File: src/rtl/fpaddsub_normalize_seq.sv
// Sequential normalization stage between the mantissa adder and the rounder.
// Optional FPADDSUB_NORM_FASTPATH_EN: already-normalized inputs skip the NORM cycle.
module fpaddsub_normalize_seq #(
    parameter int SHIFT_STEP = 4
) (
    input  logic        clk,
    input  logic        rst,
    input  logic        in_valid,
    output logic        in_ready,
    input  logic        InSgn,
    input  logic [1:0]  InRoundMode,
    input  logic [7:0]  InE,
    input  logic [26:0] InM,
    output logic        out_valid,
    input  logic        out_ready,
    output logic        Sgn,
    output logic [1:0]  RoundMode,
    output logic [8:0]  NormE,
    output logic [22:0] NormM,
    output logic        R,
    output logic        S
);

    typedef enum logic [1:0] {
        ST_IDLE = 2'd0,
        ST_NORM = 2'd1,
        ST_DONE = 2'd2
    } state_t;

    localparam logic [8:0] STEP = 9'(SHIFT_STEP);

    state_t      state_r, state_s;
    logic [26:0] m_r, m_s;
    logic [8:0]  e_r, e_s;
    logic        sgn_r, sgn_s;
    logic [1:0]  rm_r, rm_s;
    logic [8:0]  k_s;

    // Leading zeros of the 26-bit hidden+fraction+guard+sticky field, from bit 25 down.
    function automatic logic [4:0] lzc26(input logic [25:0] v);
        logic [4:0] n;
        logic       hit;
        n   = 5'd0;
        hit = 1'b0;
        for (int i = 25; i >= 0; i--) begin
            if (hit) begin
                n = n;
            end else if (v[i]) begin
                hit = 1'b1;
            end else begin
                n = n + 5'd1;
            end
        end
        return n;
    endfunction

    // Next-state and datapath update: one normalization rule per NORM cycle.
    always_comb begin
        state_s = state_r;
        m_s     = m_r;
        e_s     = e_r;
        sgn_s   = sgn_r;
        rm_s    = rm_r;
        k_s     = {4'd0, lzc26(m_r[25:0])};
        case (state_r)
            ST_IDLE: begin
                if (in_valid) begin
                    m_s   = InM;
                    e_s   = {1'b0, InE};
                    sgn_s = InSgn;
                    rm_s  = InRoundMode;
`ifdef FPADDSUB_NORM_FASTPATH_EN
                    if (InM[26:25] == 2'b01) begin
                        state_s = ST_DONE;
                    end else begin
                        state_s = ST_NORM;
                    end
`else
                    state_s = ST_NORM;
`endif
                end else begin
                    state_s = ST_IDLE;
                end
            end
            ST_NORM: begin
                if (m_r[26]) begin
                    // carry-out: one right shift, the dropped bit folds into sticky
                    m_s     = {1'b0, m_r[26:2], m_r[1] | m_r[0]};
                    e_s     = e_r + 9'd1;
                    state_s = ST_DONE;
                end else if (m_r[25]) begin
                    state_s = ST_DONE;
                end else if (m_r == 27'd0) begin
                    e_s     = 9'd0;
                    state_s = ST_DONE;
                end else if (e_r <= 9'd1) begin
                    e_s     = 9'd0;
                    state_s = ST_DONE;
                end else begin
                    if (k_s > STEP) begin
                        k_s = STEP;
                    end else begin
                        k_s = k_s;
                    end
                    // never shift below exponent 1 (denormal boundary)
                    if (k_s > (e_r - 9'd1)) begin
                        k_s = e_r - 9'd1;
                    end else begin
                        k_s = k_s;
                    end
                    m_s     = m_r << k_s;
                    e_s     = e_r - k_s;
                    state_s = ST_NORM;
                end
            end
            ST_DONE: begin
                if (out_ready) begin
                    state_s = ST_IDLE;
                end else begin
                    state_s = ST_DONE;
                end
            end
            default: begin
                state_s = ST_IDLE;
            end
        endcase
    end

    // State and datapath registers with synchronous reset.
    always_ff @(posedge clk) begin
        if (rst) begin
            state_r <= ST_IDLE;
            m_r     <= 27'd0;
            e_r     <= 9'd0;
            sgn_r   <= 1'b0;
            rm_r    <= 2'b00;
        end else begin
            state_r <= state_s;
            m_r     <= m_s;
            e_r     <= e_s;
            sgn_r   <= sgn_s;
            rm_r    <= rm_s;
        end
    end

    assign in_ready  = (state_r == ST_IDLE) && !rst;
    assign out_valid = (state_r == ST_DONE);
    assign Sgn       = sgn_r;
    assign RoundMode = rm_r;
    assign NormE     = e_r;
    assign NormM     = m_r[24:2];
    assign R         = m_r[1];
    assign S         = m_r[0];

endmodule

File: config.mk
export PLATFORM = sky130hd
export DESIGN_NAME = fpaddsub_normalize_seq
export DESIGN_NICKNAME = d
export VERILOG_FILES = /design/src/rtl/fpaddsub_normalize_seq.sv
export SDC_FILE = /design/constraint.sdc
export NUM_CORES = 1
export LEC_CHECK = 0
export ABC_AREA = 1
export CORE_AREA = 8 8 155 157
export CTS_BUF_LIST = sky130_fd_sc_hd__clkbuf_16
export DETAILED_ROUTE_END_ITERATION = 12
export DIE_AREA = 0 0 163 165
export GPL_ROUTABILITY_DRIVEN = 0
export PLACE_DENSITY = 0.58
export REMOVE_ABC_BUFFERS = 1
export SETUP_SLACK_MARGIN = 0.5
export SLEW_MARGIN = 40
export SYNTH_ARGS = -nofsm -noshare
export SYNTH_HDL_FRONTEND = slang
export SYNTH_SLANG_ARGS = --single-unit
File: constraint.sdc
create_clock -name clk -period 22.4 [get_ports clk]
set_input_delay 2.24 -clock clk [delete_from_list [all_inputs] [get_ports clk]]
set_output_delay 2.24 -clock clk [all_outputs]
set_load 0.02 [all_outputs]
---- After elaboration in Yosys (flattened, before gate mapping) ----
Index checks and enable logic that the tools add are counted.
storage, ports and cells
  bits in latches ......................... 0
  register bits after elaboration ......... 41
  input bits .............................. 42
  ROM bits ................................ 0
  output and inout bits ................... 39
  bits in writable memories ............... 0
  memories ................................ 0
operators by class
  bitwise gates (word level) .............. 1
  divide/modulo/power cells ............... 0
  mux-type cells .......................... 131
  add/sub/neg operators ................... 28
  $mul .................................... 0
  equality and inequality tests ........... 6
  $lt $le $gt $ge ......................... 3
  reductions and logical operators ........ 9
  shift operators ......................... 1
operators by type and width
  operator                                                                          number
  5-bit two-way mux                                                                 51
  9-bit two-way mux                                                                 16
  27-bit two-way mux                                                                5
  5-bit by 1-bit adder with 5-bit output, second input constant                     25
  27-bit case mux with 2 select lines                                               1
  1-bit two-way mux                                                                 51
  27-bit zero test                                                                  1
  27-bit by 9-bit left shift with 27-bit output                                     1
  9-bit case mux with 2 select lines                                                1
  2-bit two-way mux                                                                 5
  9-bit by 1-bit adder with 9-bit output, second input constant                     1
  9-bit > comparator                                                                1
  9-bit by 1-bit less-or-equal comparator with 1-bit output, second input constant  1
  3-bit inequality test, second input constant                                      3
  9-bit by 1-bit subtractor with 9-bit output, second input constant                1
  9-bit subtractor                                                                  1
  2-bit case mux with 3 select lines                                                1
  5-bit by 3-bit > comparator with 1-bit output, second input constant              1
  5-bit AND reduction                                                               1
  2-bit AND reduction                                                               2
  3-bit AND reduction                                                               1
  2-bit by 1-bit equality test with 1-bit output, second input constant             1
  2-bit equality test, second input constant                                        1
  2-bit zero test                                                                   1
  other kinds (5)                                                                   5

---- Longest topological paths before layout ----
  depth after elaboration ................. 96
  gate-level depth with buffers ........... 103
  mapped depth without buffers ............ 102

---- Worst setup path after synthesis ----
OpenSTA, ideal clock, no wires.
  kind .................................... register to register
  start ................................... reg m_r[24]
  end ..................................... reg e_r[8], in the netlist NormE[8]
  arrival time ............................ 12.700 ns
  setup slack ............................. 9.630 ns
  cell stages (with the launch flop) ...... 95
  path through ............................ dfxtp_1 inv_1 a21oi_1 ha_1 inv_1 a21oi_1 ha_1 nor2_1 a21oi_1 and2_1 nand2_1 nand2_1 nand2_1 ha_1 o21ai_0 a21oi_1 nor2_1 ha_1 [59 not listed] nand2_2 inv_1 nand2_1 nand2_1 ha_1 fa_1 o21ai_0 nand2_1 a21oi_1 nor2_1 nor2_1 nor2_1 nor2_1 nor2_1 nand2_1 nor3b_1 o211ai_1 a21oi_1
between the ends
  word-level cells in the longest chain between the ends .. 94
  elaborated cells on any way between the ends .. 120
  classes of those cells .................. add/sub (25); order compare (2); mux (92); reduce/logical (1)
RTL lines
  element                                 line  source
  from (decl)                             33    logic [26:0] m_r, m_s;
  from (signal assigned)                  139   m_r <= m_s;
  5-bit two-way mux                       48    end else if (v[i]) begin
  5-bit two-way mux                       46    if (hit) begin
  5-bit by 1-bit adder with 5-bit output  51    n = n + 5'd1;
  5-bit two-way mux                       48
  5-bit two-way mux                       46
  5-bit by 1-bit adder with 5-bit output  51
  5-bit two-way mux                       48
  5-bit two-way mux                       46
  [78 not listed]                         n/a
  9-bit two-way mux                       86    if (m_r[26]) begin
  9-bit two-way mux                       65    case (state_r)
  9-bit subtractor                        112   e_s = e_r - k_s;
  9-bit two-way mux                       96    end else if (e_r <= 9'd1) begin
  9-bit two-way mux (*)                   93    end else if (m_r == 27'd0) begin
  9-bit two-way mux (*)                   91    end else if (m_r[25]) begin
  9-bit two-way mux (*)                   86
  9-bit case mux with 2 select lines (*)  65
  to (signal assigned)                    140   e_r <= e_s;
  to (decl)                               34    logic [8:0] e_r, e_s;
Mark *: on every way between the ends. The rest lies on a longest branch, timed or not. The select of a mux whose other input is x is not followed.
A chain may end at the register's enable or synchronous reset.

---- Final worst setup path ----
Same ends and word-level chain as after synthesis.

==> impl_metrics.csv <==
group,metric,value,unit
run_status,status,"finished clean",
floorplan,io_pins,81,
drt,ant_nets,0,
synth,synth_top_family_by_area,"simple AND/OR/NAND/NOR gates",
cells_and_area,drive_above_1_share,0.08852,
synth,synth_area,7430,um^2
timing,min_period,15090,ps
worst_hold_path,holdPathEnd,"RoundMode[1]$_SDFFE_PP0P_",
global_route,grt_start_max_net_pins,53,
floorplan,coreArea,21490,um^2
drt,vias,8244,
setup_path,end_kind,"register",
cells_and_area,syn_to_final_growth,10.90,%
clocking,cts_tree,"done",
clocking,numClockSinks,41,
global_route,grt_pass1_wl,37960,um
timing,fmax,0.06625,GHz
flow_run,cap_violations,0,
drt,wire_per_inst,14.37,um
drt,drtIter0Drc,707,
setup_path,crit_fanout,19,
clocking,clockBufferDepth,2,
floorplan,die_area,26900,um^2
global_route,grt_pass1_vias,7543,
setup_path,max_stage_delay,750,ps
clocking,cts_resized,0,
worst_hold_path,hp-start,"RoundMode[1]$_SDFFE_PP0P_",
cells_and_area,antenna_cells,0,
cells_and_area,finish.utilization,0.3835,
timing,clock-skew-final,8.901,ps
drt,wl,23170,um
synth,synth_seq_area_share,0.1105,
cells_and_area,nNetsFinal,1413,
setup_path,reg2reg_from,"m_r[24]$_SDFFE_PP0P_",
synth,synthSimpleGateAreaFrac,0.4976,
clocking,cts_htree_levels,2,
synth,synth_fa_ha_area_frac,0.06669,
drt,drtPass1Iterations,5,
clocking,cts_setup_buffers,0,
drt,viasPerCell,5.111,
clocking,clkSlewWorstSetupHoldPaths,60,ps
global_route,antenna_found_initial,1,
floorplan,initial_utilization,0.3458,
clocking,hold_buffers,0,
placement,io_buffer_count,80,
floorplan,die_height,165,um
global_route,grt_use_total,0.1704,
synth,syn_avg_cell_area,5.693,um^2
global_route,overflow,0,
clocking,clockRootBuffer,"clkbuf_16",
clocking,numCtsBuffers,5,
synth,syn_inst,1305,
floorplan,rows,54,
timing,finalSetupTns,0,ps
setup_path,crit_path_start_kind,"register",
setup_path,reg2reg_slack,7310,ps
synth,synth_compound_area_frac,0.1467,
floorplan,die-width,163,um
worst_hold_path,min_path_type,"reg -> reg",
timing,tightest_slew,839.7,ps
synth,synthDistinctLibCells,62,
clocking,clock_latency,300,ps
timing,fin_crit_sh,0.6739,
cells_and_area,final_cells,1613,
drt,route.detailed.drc,0,
setup_path,critPathRequiredTime,22630,ps
setup_path,r2r_cells,93,
placement,dp_hpwl,18260,um
synth,ys_ff_latch,41,
synth,synthMuxAreaShare,0,
timing,rsz0062_at_grt,"no",
worst_hold_path,whs_path_depth,2,
timing,drv_slew,0,
placement,dp_cells,1605,
synth,ys_warn_count,0,
timing,hold_violations,0,
timing,setup_violations,0,
timing,slew_headroom,0.4381,
setup_path,reg2reg_to,"NormE[8]$_SDFFE_PP0P_",
setup_path,crit_type,"reg -> reg",
setup_path,cpMaxStageDelayCell,"clkinv_1",
placement,pre_cts_slack,7487,ps
setup_path,critPathArrivalTime,15320,ps
timing,fin_ws,7305,ps
synth,synth-xor-area-share,0.01819,
## cells by family (layout without fill, tap and decap cells)
kind of cell | Yosys count | after routing
AND/OR/NAND/NOR | 787 | 787
buffers and inverters | 232 | 257
AO/OA/AOI/OAI | 192 | 192
flip-flops | 41 | 41
adder cells (fa/ha/maj) | 39 | 39
XOR/XNOR | 12 | 12
other | 2 | 5
## worst max-delay path by stage
stage                    startpoint                     to  depth (start not counted)
2_1_floorplan  m_r[24]$_SDFFE_PP0P_  NormE[8]$_SDFFE_PP0P_                         92
3_3_place_gp   m_r[24]$_SDFFE_PP0P_  NormE[8]$_SDFFE_PP0P_                         93
3_5_place_dp   m_r[24]$_SDFFE_PP0P_  NormE[8]$_SDFFE_PP0P_                         92
4_1_cts        m_r[24]$_SDFFE_PP0P_  NormE[8]$_SDFFE_PP0P_                         93
5_1_grt        m_r[24]$_SDFFE_PP0P_  NormE[8]$_SDFFE_PP0P_                         93
6_report       m_r[24]$_SDFFE_PP0P_  NormE[8]$_SDFFE_PP0P_                         93
## cell usage in the layout, fill, tap and decap left out, types with 2 or more instances in the layout
master           instances
o21ai_1                 14
xnor2_2                  3
clkinv_2                 3
o221ai_1                 9
nand3_2                  9
o21ai_2                  3
a31oi_1                  4
nor2_4                  14
buf_4                    8
clkbuf_16                5
conb_1                   5
nor2_2                   7
xor2_1                   5
xnor2_1                  3
nor2_8                   6
or2_1                    2
o22ai_1                  4
o21ai_0                 42
nand2_1                381
inv_1                  134
nand2_4                  7
nand3_1                165
clkdlybuf4s50_1         80
dfxtp_1                 41
nand3b_1                 4
nor2_1                 122
or2_2                    3
nor3_1                  12
and2_1                   2
nand4_1                 23
ha_1                    38
o211ai_1                15
a21oi_1                 91
nor4_1                   2
clkinv_1                 6
inv_4                    5
nand2_2                 22
inv_2                   16
## worst max-delay path, delay by kind of cell, from the launching register on
| kind | cells | cell delay (ps) |
|---|---|---|
| buffers and inverters | 11 | 1370 |
| DFF | 1 | 480 |
| and+or+nand+nor | 43 | 4960 |
| xor gates and xnor gates | 1 | 100 |
| adders and majority gates | 15 | 4590 |
| AOI/OAI and AO/OA | 23 | 3530 |
## per-stage QoR
step	hold WS [ps]	area, um^2
CTS	496.8	8239
detailed placement	481.0	8100
global placement	464.0	8098
floorplan	560.3	6875
finish	492.4	8239
global route	511.2	8239
## synth_stat cells (all sizes together)
| library cell | instances | area [um^2] |
|---|---|---|
| fa | 1 | 20.02 |
| o2111ai | 1 | 8.760 |
| nand3 | 175 | 933.4 |
| o221ai | 9 | 78.83 |
| a21oi | 91 | 455.4 |
| inv | 155 | 594.3 |
| xor2 | 6 | 60.06 |
| and2 | 2 | 12.51 |
| xnor2 | 6 | 75.08 |
| buf | 40 | 339.1 |
| ha | 38 | 475.5 |
| conb | 2 | 7.510 |
| a21o | 1 | 7.510 |
| nor3b | 1 | 7.510 |
| clkinv | 6 | 23.77 |
| dfxtp | 41 | 820.8 |
| dlygate4sd3 | 1 | 10.01 |
| a31oi | 4 | 25.02 |
| o22ai | 4 | 25.02 |
| nand2 | 410 | 1644 |
| a21boi | 2 | 15.02 |
| clkbuf | 30 | 216.5 |
| nand3b | 4 | 30.03 |
| nor4 | 2 | 12.51 |
| nor3 | 13 | 70.07 |
| o211ai | 15 | 112.6 |
| or2 | 6 | 37.54 |
| o21ai | 60 | 319.1 |
| nand4 | 25 | 177.7 |
| nor2 | 149 | 772.0 |
| o311ai | 1 | 8.760 |
| a31o | 2 | 17.52 |
| a22oi | 1 | 7.510 |
| o41ai | 1 | 8.760 |
## layer usage
metal	routed length (um)	share of wire	track usage
met5	13	0.00056	0
met4	302	0.013	0.03169
met3	1321	0.057	0.03066
met2	10240	0.44	0.2756
met1	11290	0.49	0.2333
## flip-flops by register name, indices dropped and copies added, names as in the netlist
| register | flops |
|---|---|
| RoundMode | 2 |
| Sgn | 1 |
| NormE | 9 |
| m_r | 27 |
| state_r | 2 |
## cell type report
type                            instances  area [um^2]
Inverter                              161        618.1
Clock buffer                            5        125.1
Sequential cell                        41        820.8
Clock inverter                          3        13.76
Timing Repair Buffer                   88        860.8
Multi-Input combinational cell       1035         5450
Fill cell                            2386        13250
Tap cell                              280        350.3
Power is not shown: default switching activity piles up to over one toggle a cycle in this logic, so the estimate is an artifact.
